$ cat config.mk
export PLATFORM = sky130hd
export DESIGN_NAME = fifo_ram_ctrl
export DESIGN_NICKNAME = d
export VERILOG_FILES = /design/src/rtl/fifo_ram_ctrl.sv
export SDC_FILE = /design/constraint.sdc
export NUM_CORES = 1
export LEC_CHECK = 0
export BUFFER_PORTS_ARGS = -buffer_cell sky130_fd_sc_hd__buf_4
export CAP_MARGIN = 10
export CORE_MARGIN = 4
export CORE_UTILIZATION = 30
export DETAILED_ROUTE_END_ITERATION = 8
export MAX_ROUTING_LAYER = met4
export PLACE_DENSITY = 0.65
export RECOVER_POWER = 25
export SLEW_MARGIN = 0
export SYNTH_ARGS = -nofsm -noshare
export SYNTH_HDL_FRONTEND = slang
export SYNTH_SLANG_ARGS = --single-unit
export TNS_END_PERCENT = 100
$ cat constraint.sdc
create_clock -name clk -period 3.6 [get_ports clk]
set_input_delay 0.72 -clock clk [delete_from_list [all_inputs] [get_ports clk]]
set_output_delay 0.72 -clock clk [all_outputs]
set_load 0.1 [all_outputs]
$ cat src/rtl/fifo_ram_ctrl.sv
// FIFO controller that sequences an external dual-port RAM (1-cycle registered read) as a FIFO.
// Optional sticky overflow/underflow flags are enabled by defining FIFO_CTRL_ERR_FLAGS_EN.
module fifo_ram_ctrl #(
   parameter int ADDR_BITS   = 8,
   parameter int WORD_LENGTH = 8
) (
   input  logic                   clk,
   input  logic                   rst_n,
   input  logic                   wr_en,
   input  logic [WORD_LENGTH-1:0] wr_data,
   output logic                   full,
   input  logic                   rd_en,
   output logic [WORD_LENGTH-1:0] rd_data,
   output logic                   rd_valid,
   output logic                   empty,
   output logic [ADDR_BITS:0]     count,
   output logic                   ram_w_en,
   output logic [ADDR_BITS-1:0]   ram_w_addr,
   output logic [WORD_LENGTH-1:0] ram_w_data,
   output logic [ADDR_BITS-1:0]   ram_r_addr,
   input  logic [WORD_LENGTH-1:0] ram_r_data
`ifdef FIFO_CTRL_ERR_FLAGS_EN
   ,
   input  logic                   err_clr,
   output logic                   overflow,
   output logic                   underflow
`endif
);

   localparam logic [ADDR_BITS:0] DEPTH_CNT = {1'b1, {ADDR_BITS{1'b0}}};

   logic [ADDR_BITS-1:0] wr_ptr;
   logic [ADDR_BITS-1:0] rd_ptr;
   logic                 push_ok;
   logic                 pop_ok;

   assign full  = (count == DEPTH_CNT);
   assign empty = (count == '0);

   // Push is qualified by rst_n so the RAM never sees a write while held in reset.
   assign push_ok = wr_en & ~full & rst_n;
   assign pop_ok  = rd_en & ~empty;

   assign ram_w_en   = push_ok;
   assign ram_w_addr = wr_ptr;
   assign ram_w_data = wr_data;
   assign ram_r_addr = rd_ptr;
   assign rd_data    = ram_r_data;

   // Pointers wrap naturally at DEPTH since DEPTH is a power of two.
   always_ff @(posedge clk or negedge rst_n) begin
      if (!rst_n) begin
         wr_ptr   <= '0;
         rd_ptr   <= '0;
         count    <= '0;
         rd_valid <= 1'b0;
      end else begin
         rd_valid <= pop_ok;
         if (push_ok)
            wr_ptr <= wr_ptr + 1'b1;
         if (pop_ok)
            rd_ptr <= rd_ptr + 1'b1;
         case ({push_ok, pop_ok})
            2'b10:   count <= count + 1'b1;
            2'b01:   count <= count - 1'b1;
            default: count <= count;
         endcase
      end
   end

`ifdef FIFO_CTRL_ERR_FLAGS_EN
   // A new error in the same cycle as err_clr keeps the flag set.
   always_ff @(posedge clk or negedge rst_n) begin
      if (!rst_n) begin
         overflow  <= 1'b0;
         underflow <= 1'b0;
      end else begin
         overflow  <= (wr_en & full)  | (overflow  & ~err_clr);
         underflow <= (rd_en & empty) | (underflow & ~err_clr);
      end
   end
`endif

endmodule
==> flow_summary.json, run 1 <==
{
  "r2r_cells": 11,
  "grt_overflow": 0,
  "worstSetupStartpointType": "register",
  "core_area_mm2": 0.00524,
  "initial_utilization_pct": 31.6,
  "holdCritStartpoint": "ram_w_addr[7]",
  "hpwlAfterDp_um": 2620,
  "required_ps": 3810,
  "synthTopCellsByArea": "sky130_fd_sc_hd__dfrtp_1, sky130_fd_sc_hd__ha_1, sky130_fd_sc_hd__buf_4, sky130_fd_sc_hd__xnor2_1, sky130_fd_sc_hd__xor2_1",
  "crit_path_end_kind": "register",
  "totalNegativeSetupSlack_ps": 0,
  "rrSetupSlack_ps": 450,
  "worst-path-stages": 11,
  "slew_viol_final": 0,
  "antennaDiodeCount": 0,
  "grt_setup_unrepaired": "no",
  "clk_latency_ps": 260,
  "critical-path-max-stage-delay_ps": 470,
  "grtUsageTotal_pct": 10.7,
  "cts_made_buffers": 3,
  "critical_path_peak_fanout": 12,
  "place.port_buffers": 32,
  "grt_pass1_wl_um": 5500,
  "cpMaxStageDelayCell": "sky130_fd_sc_hd__or4_1",
  "critPathMostFrequentCell": "sky130_fd_sc_hd__ha_1",
  "synth_top_area_share_pct": 39.3,
  "fp.dieArea_mm2": 0.00677,
  "clock_sink_count": 26,
  "hold_buffers": 0,
  "cts_repair_resize_count": 0,
  "predominant_post_synthesis_flop_cell": "sky130_fd_sc_hd__dfrtp_1",
  "timing.critical_path.arrival_ps": 3360,
  "final-hold-violation-count": 0,
  "floorplan.io_pins": 65,
  "layout-drive-gt1-share_pct": 27.4,
  "setup_viol_count_final": 0,
  "maxCapViolCount": 0,
  "antenna_violating_nets_post_route": 0,
  "synth-warning-count": 0,
  "syn_to_final_growth_pct": 17.4,
  "antenna_found_initial": 0,
  "placement_rows": 26,
  "yosysTopAreaCell": "sky130_fd_sc_hd__dfrtp_1",
  "grt_pass1_vias": 1209,
  "cts_max_level": 1,
  "asyncSetResetFlopFracSynth_pct": 100,
  "netlist_area_mm2": 0.00166,
  "ys_ff_latch": 26,
  "post_synth.cell_area_avg_um2": 9.74,
  "die_height_um": 82.3,
  "synth_sequential_area_ratio_pct": 39.3,
  "hold_class": "register to register",
  "r2r-start": "count[1]",
  "period_share_pct": 87.5,
  "min_delay_worst_endpoint": "ram_w_addr[7]",
  "gp_routability_congestion": 0.782,
  "worst_setup_hold_path_clk_slew_ps": 90,
  "achievable-frequency_mhz": 317,
  "synth_cell_type_count": 34,
  "outcome": "finished, final reports clean",
  "clock_tree.buffer_depth": 2,
  "post-route-drc-count": 0,
  "tightest_slew_ps": 1380,
  "detail_route.wirelength_um": 3280,
  "dr_total_vias": 1229,
  "avgRoutedWirePerCell_um": 12.6,
  "die-width_um": 82.3,
  "reg2reg_to": "count[8]",
  "synthesis.nets": 201,
  "grt_max_degree": 27,
  "num-nets-final": 222,
  "detail_routed_via_count_per_cell": 4.73,
  "timing.max_slew.rel_slack_pct": 8.20,
  "drt-initial-drc-count": 60,
  "cts.root.buffer_cell": "sky130_fd_sc_hd__clkbuf_8",
  "setup.worst_path.class": "register to register",
  "min_path_cells": 1,
  "cts_tree": "built",
  "drtPass1Iterations": 4,
  "synth-edff-count": 0,
  "setup_buffers_after_cts": 0,
  "worst_path_buf_inv": 1,
  "timing.final.crit_period_ps": 3150,
  "clock_skew_ps": 0.688,
  "synthesized_netlist_cell_count": 170,
  "path_cells": "nor4_4 -> nand2_2 -> o21ai_4 -> inv_2 -> ha_1 -> ha_1 -> nor2b_4 -> o31ai_4 -> a211oi_1 -> or4_1 -> nand3b_1",
  "crit_family": "simple AND/OR/NAND/NOR gates"
}
[routing by layer]
layer  GRT usage [%]  routed length, um  vias up
met5               -                  0        -
met4            3.82                 23        0
met3            2.17                182        4
met2            16.9               1560       31
met1            13.6               1520      587
li1                -                  -      607
[worst max-delay path by stage]
stage	start	to	slack, ps
detailed placement	count[1]	count[8]	430
floorplan	count[8]	count[8]	20
global placement	count[1]	count[8]	480
finish	count[1]	count[8]	450
global route	count[1]	count[8]	220
CTS	count[1]	count[8]	430
[flip-flops by register name, summed over array words and instances (netlist names)]
name,cells
ram_w_addr,8
count,9
ram_r_addr,8
rd_valid,1
[through the flow]
stage	area (um2)	worst slack (ps)	hold slack, ps	utilization (%)	instances
2_1_floorplan	1670	21.4	424	-	170
3_3_place_gp	1880	484	458	35.9	256
5_1_grt	1950	221	489	37.1	260
4_1_cts	1950	429	461	37.3	260
6_report	1950	450	473	37.1	260
3_5_place_dp	1880	431	462	35.9	256
[area by class of cell]
type / instances / area, um2
clock buffers: 3 / 41.3
fillers: 528 / 3290
clock inverters: 1 / 30.0
multi-input cells: 114 / 833
flip-flops and latches: 26 / 661
inverters: 12 / 45.0
well taps: 70 / 87.6
repair buffers: 34 / 248
[cells in the final DEF (no fill, tap or decap), types with 2 or more instances in the layout]
cell                       count
sky130_fd_sc_hd__o21ai_0      11
sky130_fd_sc_hd__dfrtp_1      18
sky130_fd_sc_hd__ha_1         10
sky130_fd_sc_hd__clkbuf_1      2
sky130_fd_sc_hd__nand3_1       3
sky130_fd_sc_hd__nand4_1       5
sky130_fd_sc_hd__a211oi_1      3
sky130_fd_sc_hd__a21oi_1       5
sky130_fd_sc_hd__nor3_1        7
sky130_fd_sc_hd__inv_1        11
sky130_fd_sc_hd__xor2_1       10
sky130_fd_sc_hd__dfrtp_2       8
sky130_fd_sc_hd__nor2_1        7
sky130_fd_sc_hd__xnor2_1      10
sky130_fd_sc_hd__o211ai_1      2
sky130_fd_sc_hd__o21a_1        2
sky130_fd_sc_hd__nor4_4        2
sky130_fd_sc_hd__clkbuf_8      3
sky130_fd_sc_hd__buf_4        32
sky130_fd_sc_hd__nand2_1      22
[cell families after synthesis]
family	Yosys count	synth area share [%]
adders and majority gates	11	8.76
xor gates and xnor gates	20	10.6
buffers and inverters	30	10.4
AOI/OAI and AO/OA	29	12.9
muxes	1	0.680
DFF	26	39.3
and+or+nand+nor	53	17.4
[Yosys cell counts, types with 2 or more instances]
cell / instances
sky130_fd_sc_hd__a211oi_1: 3
sky130_fd_sc_hd__a21oi_1: 5
sky130_fd_sc_hd__buf_4: 16
sky130_fd_sc_hd__clkbuf_1: 2
sky130_fd_sc_hd__dfrtp_1: 26
sky130_fd_sc_hd__ha_1: 10
sky130_fd_sc_hd__inv_1: 11
sky130_fd_sc_hd__nand2_1: 22
sky130_fd_sc_hd__nand3_1: 3
sky130_fd_sc_hd__nand4_1: 5
sky130_fd_sc_hd__nor2_1: 7
sky130_fd_sc_hd__nor3_1: 7
sky130_fd_sc_hd__nor4_4: 2
sky130_fd_sc_hd__o211ai_1: 2
sky130_fd_sc_hd__o21a_1: 2
sky130_fd_sc_hd__o21ai_0: 11
sky130_fd_sc_hd__xnor2_1: 10
sky130_fd_sc_hd__xor2_1: 10
Power of run 1 is left out: the tool's default activity adds up to more than one toggle a clock period on the data nets, which glitch-free logic cannot reach.
==> inputs of run 2 (changes only) <==
--- a/config.mk
+++ b/config.mk
@@ -8,10 +8,10 @@
 export BUFFER_PORTS_ARGS = -buffer_cell sky130_fd_sc_hd__buf_4
 export CAP_MARGIN = 10
 export CORE_MARGIN = 4
-export CORE_UTILIZATION = 30
+export CORE_UTILIZATION = 40
 export DETAILED_ROUTE_END_ITERATION = 8
 export MAX_ROUTING_LAYER = met4
-export PLACE_DENSITY = 0.65
+export PLACE_DENSITY = 0.79
 export RECOVER_POWER = 25
 export SLEW_MARGIN = 0
 export SYNTH_ARGS = -nofsm -noshare
==> run 2 against run 1 <==
  * Via count up 0.65%
  * Critical path type unchanged
  * Utilization rose by 11 points
  * Final cell count shrank 8.1%
  * Non-clock buffer count down 1
==> flow_summary.json, run 2 (synthesis results as in run 1) <==
{
  "outcome": "finished, final reports clean",
  "detail_routed_via_count_per_cell": 5.18,
  "die_height_um": 72.4,
  "hpwlAfterDp_um": 2630,
  "worst_setup_hold_path_clk_slew_ps": 90,
  "final_core_utilization_pct": 47.9,
  "grt_pass1_vias": 1219,
  "critical_path_peak_fanout": 12,
  "clock_skew_ps": 3.81,
  "antennaDiodeCount": 0,
  "layout.cells.most_common_list": "sky130_fd_sc_hd__buf_4, sky130_fd_sc_hd__nand2_1, sky130_fd_sc_hd__dfrtp_1, sky130_fd_sc_hd__inv_1, sky130_fd_sc_hd__o21ai_0",
  "placement_rows": 23,
  "period_share_pct": 89.7,
  "worstSetupStartpointType": "register",
  "grt_overflow": 0,
  "tightest_slew_ps": 1390,
  "reg_with_most_ffs": "count",
  "grt_pass1_wl_um": 5640,
  "clock_sink_count": 26,
  "setup.worst_path.class": "register to register",
  "floorplan.io_pins": 65,
  "antenna_violating_nets_post_route": 0,
  "fp.dieArea_mm2": 0.00524,
  "crit_path_end_kind": "register",
  "gp_routability_congestion": 0.804,
  "grt_setup_unrepaired": "no",
  "clk_latency_ps": 270,
  "drt-initial-drc-count": 34,
  "required_ps": 3810,
  "setup_viol_count_final": 0,
  "final-hold-violation-count": 0,
  "detail_route.wirelength_um": 3350,
  "initial_utilization_pct": 41.4,
  "maxCapViolCount": 0,
  "hold_class": "register to register",
  "cts_made_buffers": 3,
  "avgRoutedWirePerCell_um": 14.0,
  "timing.critical_path.arrival_ps": 3440,
  "layout-drive-gt1-share_pct": 27.5,
  "cts_tree": "built",
  "hold_buffers": 0,
  "syn_to_final_growth_pct": 15.7,
  "place.port_buffers": 32,
  "cts.root.buffer_cell": "sky130_fd_sc_hd__clkbuf_8",
  "largest_register_ffs": 9,
  "totalNegativeSetupSlack_ps": 0,
  "timing.max_slew.rel_slack_pct": 7.36,
  "slew_viol_final": 0,
  "grt_max_degree": 27,
  "layout.cells.most_common": "sky130_fd_sc_hd__buf_4",
  "cts_max_level": 1,
  "post-route-drc-count": 0,
  "die-width_um": 72.4,
  "num-nets-final": 221,
  "core_area_mm2": 0.00400,
  "achievable-frequency_mhz": 310,
  "clock_tree.buffer_depth": 2,
  "timing.final.crit_period_ps": 3230,
  "drtPass1Iterations": 4,
  "cts_repair_resize_count": 0,
  "grtUsageTotal_pct": 13.9,
  "antenna_found_initial": 0,
  "dr_total_vias": 1237,
  "setup_buffers_after_cts": 0
}
-- run 2: cell types whose count changed in the layout (fill, tap and decap cells not counted), sizes merged --
cell / delta
buf: -1
-- run 2: layout make-up --
class                   instances  area [um2]
well taps                      50        62.6
flip-flops and latches         26         661
clock inverters                 1        30.0
fillers                       361        2080
repair buffers                 33         244
inverters                      12        45.0
clock buffers                   3        41.3
multi-input cells             114         833
-- run 2: final timing paths --
check	slack, ps	startpoint	end	depth (start not counted)
worst max-delay path	370	count[4]	count[8]	11
worst min-delay path	480	ram_w_addr[7]	ram_w_addr[7]	1
worst max register to register	370	count[4]	count[8]	11
worst min register to register	480	ram_w_addr[7]	ram_w_addr[7]	1
max in group asynchronous	1820	rst_n	count[4]	2
min in group asynchronous	880	rst_n	ram_w_addr[2]	2
-- run 2: metal layers --
metal	wire [um]	share of wire, %	global-route usage, %	vias up
li1	-	-	-	608
met1	1400	42	16.1	581
met2	1670	50	23.9	42
met3	250	7.5	3.60	6
met4	28	0.84	3.34	0
met5	0	0	-	-
-- run 2: metrics by stage --
stage,cell area (um2),hold WS [ps],instances,worst slack [ps]
floorplan,1670,424,170,21.4
global placement,1850,457,235,487
detailed placement,1850,461,235,370
CTS,1920,447,239,349
global route,1920,484,239,143
finish,1920,476,239,371
-- run 2: critical path: stages (launching register included) --
cell and delay, ps:
sky130_fd_sc_hd__dfrtp_2 460, sky130_fd_sc_hd__nor4_4 430, sky130_fd_sc_hd__nand2_2 140, sky130_fd_sc_hd__o21ai_4 240, sky130_fd_sc_hd__inv_2 90, sky130_fd_sc_hd__ha_1 340
sky130_fd_sc_hd__ha_1 400, sky130_fd_sc_hd__nor2b_4 160, sky130_fd_sc_hd__o31ai_4 230, sky130_fd_sc_hd__a211oi_1 120, sky130_fd_sc_hd__or4_1 470, sky130_fd_sc_hd__nand3b_1 90
Power of run 2 is left out for the same reason.
